**config.mk**
```make
export PLATFORM = sky130hd
export DESIGN_NAME = score_display
export DESIGN_NICKNAME = d
export VERILOG_FILES = /design/src/rtl/bits_please_pkg.sv /design/src/rtl/seg7_decoder.sv /design/src/rtl/score_display.sv
export SDC_FILE = /design/constraint.sdc
export NUM_CORES = 1
export LEC_CHECK = 0
export CORE_ASPECT_RATIO = 1.5
export CORE_MARGIN = 4
export CORE_UTILIZATION = 56
export CTS_CLUSTER_SIZE = 30
export DETAILED_ROUTE_END_ITERATION = 6
export PLACE_DENSITY_LB_ADDON = 0.05
export SLEW_MARGIN = 5
export SYNTH_ARGS = -nofsm -noshare
export SYNTH_HDL_FRONTEND = slang
export SYNTH_SLANG_ARGS = --single-unit
```
**constraint.sdc**
```tcl
create_clock -name clk -period 1.9 [get_ports clk]
set_input_delay 0.38 -clock clk [delete_from_list [all_inputs] [get_ports clk]]
set_output_delay 0.38 -clock clk [all_outputs]
set_load 0.01 [all_outputs]
```
**src/rtl/bits_please_pkg.sv**
```systemverilog
// Shared types and constants for the score display path: FSM states,
// active-low seven-segment glyphs and default geometry.
package bits_please_pkg;

  typedef enum logic [1:0] {
    IDLE  = 2'd0,
    SHIFT = 2'd1,
    LATCH = 2'd2
  } state_t;

  localparam int DEFAULT_WIDTH  = 32;
  localparam int DEFAULT_DIGITS = 8;

  // Active-low glyphs, bit 0 = segment a, bit 6 = segment g
  localparam logic [6:0] SEG_0     = 7'h40;
  localparam logic [6:0] SEG_1     = 7'h79;
  localparam logic [6:0] SEG_2     = 7'h24;
  localparam logic [6:0] SEG_3     = 7'h30;
  localparam logic [6:0] SEG_4     = 7'h19;
  localparam logic [6:0] SEG_5     = 7'h12;
  localparam logic [6:0] SEG_6     = 7'h02;
  localparam logic [6:0] SEG_7     = 7'h78;
  localparam logic [6:0] SEG_8     = 7'h00;
  localparam logic [6:0] SEG_9     = 7'h10;
  localparam logic [6:0] SEG_DASH  = 7'h3F;
  localparam logic [6:0] SEG_BLANK = 7'h7F;

  function automatic logic [63:0] pow10(input int n);
    logic [63:0] r;
    r = 64'd1;
    for (int i = 0; i < n; i++) r = r * 64'd10;
    return r;
  endfunction

endpackage

```
**src/rtl/seg7_decoder.sv**
```systemverilog
// Combinational BCD digit to active-low seven-segment glyph.
module seg7_decoder
  import bits_please_pkg::*;
(
  input  logic [3:0] bcd,
  output logic [6:0] seg
);

  always_comb begin
    seg = SEG_BLANK;
    case (bcd)
      4'd0: seg = SEG_0;
      4'd1: seg = SEG_1;
      4'd2: seg = SEG_2;
      4'd3: seg = SEG_3;
      4'd4: seg = SEG_4;
      4'd5: seg = SEG_5;
      4'd6: seg = SEG_6;
      4'd7: seg = SEG_7;
      4'd8: seg = SEG_8;
      4'd9: seg = SEG_9;
      default: seg = SEG_BLANK;
    endcase
  end

endmodule

```
**src/rtl/score_display.sv**
```systemverilog
// Iterative double-dabble binary-to-BCD converter driving active-low HEX digits.
// Optional leading-zero blanking is enabled with `define SCORE_DISPLAY_BLANK_EN.
module score_display
  import bits_please_pkg::*;
#(
  parameter int WIDTH  = DEFAULT_WIDTH,
  parameter int DIGITS = DEFAULT_DIGITS
) (
  input  logic                  clk,
  input  logic                  rst,
  input  logic [WIDTH-1:0]      value,
  input  logic                  value_load,
  output logic                  busy,
  output logic                  done,
  output logic                  overflow,
  output logic [7*DIGITS-1:0]   segments
);

  localparam int          CNT_W     = (WIDTH > 1) ? $clog2(WIDTH) : 1;
  localparam int          BCD_W     = 4 * DIGITS;
  localparam logic [63:0] MAX_VALUE = pow10(DIGITS) - 64'd1;

  state_t                   state, state_next;
  logic [WIDTH-1:0]         bin;
  logic [BCD_W-1:0]         bcd, bcd_adj;
  logic [BCD_W+WIDTH-1:0]   shifted;
  logic [CNT_W-1:0]         cnt;
  logic                     ovf_flag;
  logic [7*DIGITS-1:0]      glyphs, seg_next;

  always_ff @(posedge clk or negedge rst) begin
    if (!rst) state <= IDLE;
    else      state <= state_next;
  end

  always_comb begin
    state_next = state;
    case (state)
      IDLE:    if (value_load) state_next = SHIFT;
      SHIFT:   if (cnt == '0) state_next = LATCH;
      LATCH:   state_next = IDLE;
      default: state_next = IDLE;
    endcase
  end

  assign busy = (state != IDLE);

  always_comb begin
    bcd_adj = bcd;
    for (int i = 0; i < DIGITS; i++)
      if (bcd[4*i +: 4] >= 4'd5) bcd_adj[4*i +: 4] = bcd[4*i +: 4] + 4'd3;
  end

  // The top BCD bit falls off here; that only happens for masked overflow values
  assign shifted = {bcd_adj, bin} << 1;

  always_ff @(posedge clk or negedge rst) begin
    if (!rst) begin
      bin      <= '0;
      bcd      <= '0;
      cnt      <= '0;
      ovf_flag <= 1'b0;
    end else begin
      case (state)
        IDLE: if (value_load) begin
          bin      <= value;
          bcd      <= '0;
          ovf_flag <= (64'(value) > MAX_VALUE);
          cnt      <= CNT_W'(WIDTH - 1);
        end
        SHIFT: begin
          bcd <= shifted[BCD_W+WIDTH-1:WIDTH];
          bin <= shifted[WIDTH-1:0];
          cnt <= cnt - CNT_W'(1);
        end
        default: ;
      endcase
    end
  end

  for (genvar g = 0; g < DIGITS; g++) begin : g_dec
    seg7_decoder u_dec (
      .bcd (bcd[4*g +: 4]),
      .seg (glyphs[7*g +: 7])
    );
  end

`ifdef SCORE_DISPLAY_BLANK_EN
  logic leading;
`endif

  always_comb begin
    seg_next = glyphs;
`ifdef SCORE_DISPLAY_BLANK_EN
    // Blank from the top down until the first non-zero digit; digit 0 always shows
    leading = 1'b1;
    for (int i = DIGITS - 1; i > 0; i--) begin
      if (bcd[4*i +: 4] != 4'd0) leading = 1'b0;
      if (leading) seg_next[7*i +: 7] = SEG_BLANK;
    end
`endif
    if (ovf_flag) seg_next = {DIGITS{SEG_DASH}};
  end

  always_ff @(posedge clk or negedge rst) begin
    if (!rst) begin
      segments <= {(7*DIGITS){1'b1}};
      overflow <= 1'b0;
      done     <= 1'b0;
    end else begin
      done <= (state == LATCH);
      if (state == LATCH) begin
        segments <= seg_next;
        overflow <= ovf_flag;
      end
    end
  end

endmodule

```
# Yosys cells after proc, flatten, opt, wreduce, memory -nomap -nowiden

Memory sizes are Yosys's and may differ from the RTL's.
Index checks and enable logic that the tools add are counted.

Flip-flop bits (word level): 130
ROM bits: 896
Input port bits: 35
Output and inout port bits: 59
Logic and storage cells: 63
Memories: 8

Memories:

| memory          | words | width | rd ports | clocked after Yosys merged registers in | write ports | RTL line           | source |
|---|---|---|---|---|---|---|---|
| (no name shown) | 16    | 7     | 1        | 0                                       | 0           | seg7_decoder.sv:11 | `case (bcd)` |
| (no name shown) | 16    | 7     | 1        | 0                                       | 0           | seg7_decoder.sv:11 |  |
| (no name shown) | 16    | 7     | 1        | 0                                       | 0           | seg7_decoder.sv:11 |  |
| (no name shown) | 16    | 7     | 1        | 0                                       | 0           | seg7_decoder.sv:11 |  |
| (no name shown) | 16    | 7     | 1        | 0                                       | 0           | seg7_decoder.sv:11 |  |
| (no name shown) | 16    | 7     | 1        | 0                                       | 0           | seg7_decoder.sv:11 |  |
| +2 memories     | n/a   | n/a   | n/a      | n/a                                     | n/a         | n/a                |  |

Add/sub/neg operators: 9
$lt $le $gt $ge: 9
Equality and inequality tests: 4
Mux-type cells: 18
Reductions and logical operators: 7

Operator list:

| kind                                                                               | count |
|---|---|
| 32-bit one-hot mux with 2 select lines                                             | 2 |
| 32-bit 2-to-1 mux                                                                  | 2 |
| 56-bit 2-to-1 mux                                                                  | 1 |
| 4-bit by 3-bit >= comparator with 1-bit output (second input constant)             | 8 |
| 32-bit by 27-bit greater-than comparator with 1-bit output (second input constant) | 1 |
| 4-bit by 2-bit adder with 4-bit output (second input constant)                     | 7 |
| 4-bit 2-to-1 mux                                                                   | 7 |
| 5-bit one-hot mux with 2 select lines                                              | 1 |
| 2-bit AND reduction                                                                | 3 |
| 5-bit zero test                                                                    | 1 |
| 5-bit 2-to-1 mux                                                                   | 1 |
| 5-bit by 1-bit subtractor with 5-bit output (second input constant)                | 1 |
| 2-bit 2-to-1 mux                                                                   | 2 |
| 2-bit inequality test (second input constant)                                      | 2 |
| 2-bit one-hot mux with 2 select lines                                              | 1 |
| 2-bit nonzero test                                                                 | 2 |
| 3-bit by 2-bit adder with 3-bit output (second input constant)                     | 1 |
| 3-bit 2-to-1 mux                                                                   | 1 |
| 2-bit by 1-bit == test with 1-bit output (second input constant)                   | 1 |
| 2-bit == test (second input constant)                                              | 1 |
| 2-bit zero test                                                                    | 1 |

# Depth between registers and ports, before layout

Gate-level depths: netlist of the first run.

Depth in word-level cells: 3
Depth in mapped cells: 6
Mapped depth without buffers: 6

# Modules after synthesis

A second synthesis of the first run with hierarchy kept.

Cell total of the unflattened synthesis: 884
Area total of the unflattened synthesis: 7,663.6 sq um

By module, submodules not included:

| module        | instances | cells each | area an instance (sq um) | sequential area each (sq um) |
|---|---|---|---|---|
| score_display | 1         | 620        | 5,982.0                  | 3,323.2 |
| seg7_decoder  | 8         | 33         | 210.2                    | 0.0 |

# Least setup slack after synthesis of the first run

Ideal clock, no wire load.

Path kind: flip-flop to flip-flop
Start: register bcd[21]
End: register bcd[22]
Library setup time: 0.083 ns
Data arrival time: 1.556 ns
Required time: 1.817 ns
Slack: 0.262 ns
Cell stages (with the launch flop): 7
Path buffers: 0
Period minus slack after synthesis: 1.638 ns
Path through: dfrtp_1 > inv_1 > ha_1 > nand2b_1 > a21oi_1 > mux2_2 > o21ai_0

Word-level cells in the longest chain between the ends: 3
Elaborated cells between the ends (all ways): 4
Classes of those cells: add/sub: 1; order compare: 1; mux: 2

Ends and longest elaborated chain:

| what                                                                                                     | RTL line            | source |
|---|---|---|
| from (decl)                                                                                              | score_display.sv:25 | `logic [BCD_W-1:0] bcd, bcd_adj;` |
| from (signal assigned)                                                                                   | score_display.sv:72 | `bcd <= shifted[BCD_W+WIDTH-1:WIDTH];` |
| 4-bit by 2-bit adder with 4-bit output or 4-bit by 3-bit >= comparator with 1-bit output (tied branches) | score_display.sv:51 | `if (bcd[4*i +: 4] >= 4'd5) bcd_adj[4*i +: 4] = bcd[4*i +: 4] + 4'd3;` |
| 4-bit 2-to-1 mux (*)                                                                                     | score_display.sv:51 |  |
| 32-bit one-hot mux with 2 select lines (*)                                                               | score_display.sv:64 | `case (state)` |

Every way passes the cells marked *; elsewhere a longest branch is shown, timed or not.
A chain may end at the register's enable or synchronous reset.

# Worst setup path after layout of the first run

Start: register segments[15]
End: output port segments[15]

RTL lines:

| what                   | RTL line             | source |
|---|---|---|
| from (decl)            | score_display.sv:16  | `output logic [7*DIGITS-1:0] segments` |
| from (signal assigned) | score_display.sv:107 | `segments <= {(7*DIGITS){1'b1}};` |
| from (signal assigned) | score_display.sv:113 | `segments <= seg_next;` |

No word-level cell between the ends.

==> results of run 1 <==
==> logic make-up after synthesis <==
kind of cell | Yosys count | synth area share [%]
XOR/XNOR | 16 | 2.006
flip-flops | 130 | 47.57
AO/OA/AOI/OAI | 216 | 19.85
multiplexers | 12 | 1.737
AND/OR/NAND/NOR | 270 | 17.09
buffers and inverters | 79 | 4.406
adder cells (fa/ha/maj) | 41 | 7.344
==> timing repair <==
| action | 4_1_cts | 5_1_grt |
|---|---|---|
| hold buffers | 1 | 0 |
| buffers inserted | 2 | 0 |
| resized for setup | 4 | 10 |
| hold endpoints to repair | 8 | 0 |
| pin swaps | 0 | 0 |
| setup endpoints to repair | 2 | 10 |
==> cell usage in the layout (no fill, tap or decap), types with 3 or more instances in the layout <==
| cell | synthesis | final |
|---|---|---|
| nor3b_1 | 6 | 6 |
| clkinv_4 | 0 | 3 |
| mux2i_1 | 11 | 11 |
| dfrtp_1 | 74 | 72 |
| buf_12 | 0 | 7 |
| dlymetal6s2s_1 | 0 | 10 |
| a31oi_1 | 4 | 4 |
| dfstp_2 | 56 | 56 |
| clkdlybuf4s50_1 | 0 | 80 |
| nor2_1 | 98 | 97 |
| clkinvlp_4 | 0 | 4 |
| a21o_1 | 8 | 8 |
| o22ai_1 | 3 | 3 |
| a211oi_1 | 8 | 8 |
| o31ai_1 | 9 | 9 |
| a21oi_1 | 63 | 63 |
| clkbuf_16 | 0 | 19 |
| inv_1 | 30 | 30 |
| buf_4 | 0 | 27 |
| a22oi_1 | 33 | 33 |
| nand2b_1 | 15 | 15 |
| o211ai_1 | 5 | 5 |
| nor3_1 | 8 | 8 |
| nand3_1 | 19 | 19 |
| nand4_1 | 3 | 3 |
| o22a_1 | 19 | 19 |
| ha_1 | 41 | 41 |
| o21ai_0 | 51 | 51 |
| nand2_1 | 107 | 107 |
| o221ai_1 | 3 | 3 |
| xnor2_1 | 15 | 15 |
==> power breakdown <==
| group | internal, mW | switching (mW) | total, mW | leakage [nW] |
|---|---|---|---|---|
| Sequential | 3.74 | 1.12 | 4.86 | 1.48 |
| Combinational | 2.69 | 3.12 | 5.82 | 2.22 |
| Clock | 2.12 | 1.25 | 3.37 | 0.292 |
| Total | 8.56 | 5.50 | 14.1 | 3.99 |
==> sequential cells by signal, indices dropped and copies added (netlist names) <==
signal / flops
bcd: 32
bin: 32
ovf_flag: 1
overflow: 1
done: 1
segments: 56
state: 2
cnt: 5
==> layout make-up <==
type	instances	share of cell area [%]
inverter	30	1.262
multi-input combinational	555	37.84
tap	153	2.146
clock inverter	11	1.417
sequential	130	37.28
clock buffer	21	5.526
timing repair buffer	127	14.53
==> layer usage <==
| layer | track usage (%) | part of all wire, % | vias up |
|---|---|---|---|
| met5 | 0 | 0 | - |
| met4 | 7.770 | 1.7 | 0 |
| met3 | 4.460 | 4.1 | 28 |
| met2 | 45.22 | 54 | 163 |
| met1 | 27.84 | 40 | 2895 |
| li1 | - | - | 2855 |
==> per-stage QoR <==
step           power (mW)  worst slack [ns]  TNS, ns  util (%)
6_report            14.05           0.02662        0     73.86
5_1_grt             15.15         0.0004348        0     73.86
4_1_cts             14.08          0.001482        0     73.66
3_5_place_dp        10.61           -0.1748  -0.3324     68.32
3_3_place_gp        10.33           -0.1422  -0.1626     68.32
2_1_floorplan       8.895            0.2618        0         -
==> how the worst max path moves through the flow <==
stage,end
after detailed placement,ovf_flag$_DFFE_PN0P_
final,segments[15]
after CTS,segments[17]
after global placement,ovf_flag$_DFFE_PN0P_
after global routing,segments[47]
after floorplan,bcd[22]$_DFFE_PN0P_
==> out/results.ini, run 1 <==
[layout]
fillers = 910
multi_input_area_sq_um = 3376
seqCellArea_sq_um = 3326
drive_gt1_share_pct = 15.45
fin_area_sq_um = 8921
final_cells = 1027
diodes = 0
layout.nets = 937
syn_to_final_growth_pct = 27.71

[synth]
syn_area_sq_um = 6985
ys.flop_type = dfrtp_1
ys_seq_elements = 130
netlist.area_leader.share_pct = 26.51
syn-num-nets = 840
synthArstFlopShare_pct = 100.0
synth.top_cells.by_area = dfrtp_1 (27%), dfstp_2 (21%), ha_1 (7.3%)
ys_warn_count = 0
synth_top_area_cell = dfrtp_1
syn_avg_cell_area_sq_um = 9.143
ys_seq_area_share_pct = 47.57
synthTopCellsByCount = nand2_1 (107), nor2_1 (98), dfrtp_1 (74)
synthCells = 764
synth_edf_count = 0
ys_types = 48
yosysMostFrequentCell = nand2_1

[detailed_routing]
drt-wirelength-per-cell_um = 16.21
vias = 5941
drt_iter0_markers = 314
first_pass_iters = 5
ant_nets = 0
route.detailed.drc = 0
via_per_inst = 5.785
drt-total-wl_um = 16650

[floorplanning]
initial_utilization_pct = 57.84
num_rows = 49
die_h_um = 144.8
die_x_um = 99.19
ios = 94
core_area_sq_um = 12080
dieArea_sq_um = 14360

[global_route]
grt_max_degree = 49
overflow = 0
grt_pass1_wl_um = 28080
grt_antenna_before_repair = 0
grt_usage_pct = 24.20
grt_pass1_vias = 5947

[timing]
post-route-period-util_pct = 98.60
relSlewSlack_pct = 57.30
fin_skew_ns = 0.006723
post-route-min-period_ns = 1.873
fmax_ghz = 0.5338
drv_slew = 0
holdWs_ns = 0.4534
worst_pin_slew_ns = 0.6244
rsz0062_at_grt = no
hold_violations = 0
setup_viol = 0

[worst_setup_path]
worstPathRequired_ns = 1.52
r2r_cells = 6
critPathLaunchType = flop
end_kind = output pin
slowest_stage = dfstp_2
reg2reg_from = bcd[25]$_DFFE_PN0P_
crit_fanout = 2
startpoint = segments[15]$_DFFE_PN1P_
critPathMaxStageDelay_ns = 0.54
crit_chain = clkdlybuf4s50_1
critPathArrivalTime_ns = 1.49
crit_buf_inv = 1
crit_type = flop to output pin
cp_top_family = flip-flops
timing.rr.end = bcd[27]$_DFFE_PN0P_
r2r_slack_ns = 0.14
cp.depth = 1

[clocking]
cts_tree = done
clk_latency_ns = 0.41
path_clk_slew_ns = 0.06
htree_num_levels = 4
numCtsBuffers = 17
clockRootBuffer = clkbuf_16
ctsLongestPathBuffers = 2
cts.sinks = 130

[placement]
dp.cells = 992
finalWeightedCongestion = 0.8675
place_area_sq_um = 8252
dp_hpwl_um = 11490
portBuffers = 93

[pwr]
power_per_cell_area_nw_per_um2 = 1575
power_leakage_nw = 3.991
peakVddDrop_mv = 0.8158

[run_status]
status = finished clean

[worst_hold_path]
worst_hold_path_type = input port to asynchronous set/reset pin

[flow_run]
drv_cap = 0

Note: power is estimated with default switching activity, not from simulation.
==> inputs of run 2 (changes only) <==
--- a/config.mk
+++ b/config.mk
@@ -5,12 +5,13 @@
 export SDC_FILE = /design/constraint.sdc
 export NUM_CORES = 1
 export LEC_CHECK = 0
-export CORE_ASPECT_RATIO = 1.5
+export CORE_ASPECT_RATIO = 0.8
 export CORE_MARGIN = 4
 export CORE_UTILIZATION = 56
 export CTS_CLUSTER_SIZE = 30
 export DETAILED_ROUTE_END_ITERATION = 6
 export PLACE_DENSITY_LB_ADDON = 0.05
+export REMOVE_ABC_BUFFERS = 1
 export SLEW_MARGIN = 5
 export SYNTH_ARGS = -nofsm -noshare
 export SYNTH_HDL_FRONTEND = slang
==> run 2 against run 1 <==
Against the previous run:
- the run now ends with negative hold slack left
- flip-flop and latch count unchanged
- setup slack improved by 0.0028 ns
- routed wire length decreased by 1.5%
- cell count increased by 1.3%
- worst hold slack got worse by 0.47 ns
- die area decreased by 0.18%
- first-iteration DRC count increased by 16%
- count of clock-buffer cells in the layout increased by 5
- maximum frequency increased by 0.15%
- non-clock buffer count decreased by 4
- sequential share of layout area increased by 0.15 points
==> out/results.ini, run 2 (synthesized netlist as in run 1, its figures left out) <==
[run_status]
status = complete, but fails checks
violations = negative hold slack

[pwr]
clkPwrFrac_pct = 23.4
power_switching_mw = 5.418
p_seq_share_pct = 34.7
power_leakage_nw = 4.044
p_int_mw = 8.590
power.share.switching_pct = 38.68
peakVddDrop_mv = 0.8427
power_per_cell_area_nw_per_um2 = 1576
combPwrFrac_pct = 41.9

[timing]
post-route-min-period_ns = 1.871
post-route-period-util_pct = 98.45
fmax_ghz = 0.5346
fin_skew_ns = 0.009152
fin_ws_ns = 0.02946
worst_pin_slew_ns = 0.7458
setup_viol = 0
relSlewSlack_pct = 50.28
fin_setup_tns_ns = 0
holdWs_ns = -0.02001
hold_violations = 1
drv_slew = 0

[layout]
largest_reg_flops = 56
max_flop_register = segments
fin_area_sq_um = 8886
layout.nets = 933
diodes = 0
syn_to_final_growth_pct = 27.21
drive_gt1_share_pct = 14.96
final_common_cell = nand2_1
largest_registers = segments (56), bcd (32), bin (32)
postLayoutCoreUtil_pct = 72.80
final_cell_mix = nand2_1 (107), nor2_1 (97), clkdlybuf4s50_1 (75)

[global_route]
grt_pass1_wl_um = 27610
gr-usage-met3_pct = 4.626
grt_usage_pct = 23.95
overflow = 0
grt_max_degree = 131
grt_use_met2_pct = 39.13
grt_util_met1_pct = 30.50
grt_pass1_vias = 5836
grt_antenna_before_repair = 0
top_usage_layer = met2

[worst_setup_path]
crit_buf_inv = 1
slowest_stage = clkdlybuf4s50_1
critPathArrivalTime_ns = 1.49
end_kind = output pin
startpoint = segments[12]$_DFFE_PN1P_
crit_chain = clkdlybuf4s50_1
crit_type = flop to output pin
cp_top_family = buffers and inverters
worstPathRequired_ns = 1.52
crit_fanout = 2
critPathMaxStageDelay_ns = 0.54
critPathLaunchType = flop
reg2reg_from = bcd[0]$_DFFE_PN0P_

[clocking]
cts_tree = done
path_clk_slew_ns = 0.06
ctsLongestPathBuffers = 2
holdBufCountCts = 0
numCtsBuffers = 17
clk_latency_ns = 0.42
clockRootBuffer = clkbuf_16
post-cts-setup-buffers = 0
cts.sinks = 130
htree_num_levels = 4

[placement]
dpl_worst_slack_ns = -0.2179
dp_hpwl_um = 11040
finalWeightedCongestion = 0.9039
place_area_sq_um = 8254
portBuffers = 93

[floorplanning]
dieArea_sq_um = 14340
die_h_um = 107.9
die_x_um = 132.9
core_area_sq_um = 12210
num_rows = 36
ios = 94
initial_utilization_pct = 57.23

[detailed_routing]
drt-total-wl_um = 16400
via_per_inst = 5.611
ant_nets = 0
drt_iter0_markers = 365
first_pass_iters = 5
vias = 5835
route.detailed.drc = 0
drt-wirelength-per-cell_um = 15.77

[flow_run]
drv_cap = 0

[worst_hold_path]
worst_hold_path_type = input port to asynchronous set/reset pin

## run 2: final timing paths
path,end,slack [ns],cells past startpoint
min reg2reg,segments[55]$_DFFE_PN1P_,0.47,2
min,bcd[23]$_DFFE_PN0P_,-0.02,2
max,segments[12],0.03,1
min in group clk,segments[55]$_DFFE_PN1P_,0.47,2
max reg2reg,bcd[2]$_DFFE_PN0P_,0.17,6
max in group asynchronous,state[1]$_DFFE_PN0P_,1.31,2
## run 2: metal layers
| layer | vias to the layer above | wire length, um |
|---|---|---|
| li1 | 2857 | - |
| met1 | 2777 | 7373 |
| met2 | 166 | 7898 |
| met3 | 35 | 747 |
| met4 | 0 | 382 |
| met5 | - | 0 |
## run 2: through the flow
stage          power (mW)  cells
6_report            14.01   1040
5_1_grt             15.07   1040
4_1_cts             14.05   1040
3_5_place_dp        10.68   1009
3_3_place_gp        10.35   1009
2_1_floorplan       8.706    715
## run 2: timing repair
item                       4_1_cts  5_1_grt
cloned                           0        0
setup endpoints to repair        3       16
resized for setup                4       16
## run 2: power by group through the flow
stage	combinational (mW)	sequential [mW]	clock (mW)
finish	5.87	4.86	3.28
global route	6.60	5.02	3.45
CTS	5.89	4.84	3.32
detailed placement	5.82	4.85	0
global placement	5.55	4.80	0
floorplan	3.96	4.74	0
## run 2: final cells by class
class                   count  area [sq um]
inverters                  30         112.6
clock buffers              26         519.2
multi-input cells         555          3379
well taps                 171         214.0
fillers                   913          3321
repair buffers            123          1260
flip-flops and latches    130          3326
clock inverters             5         75.07
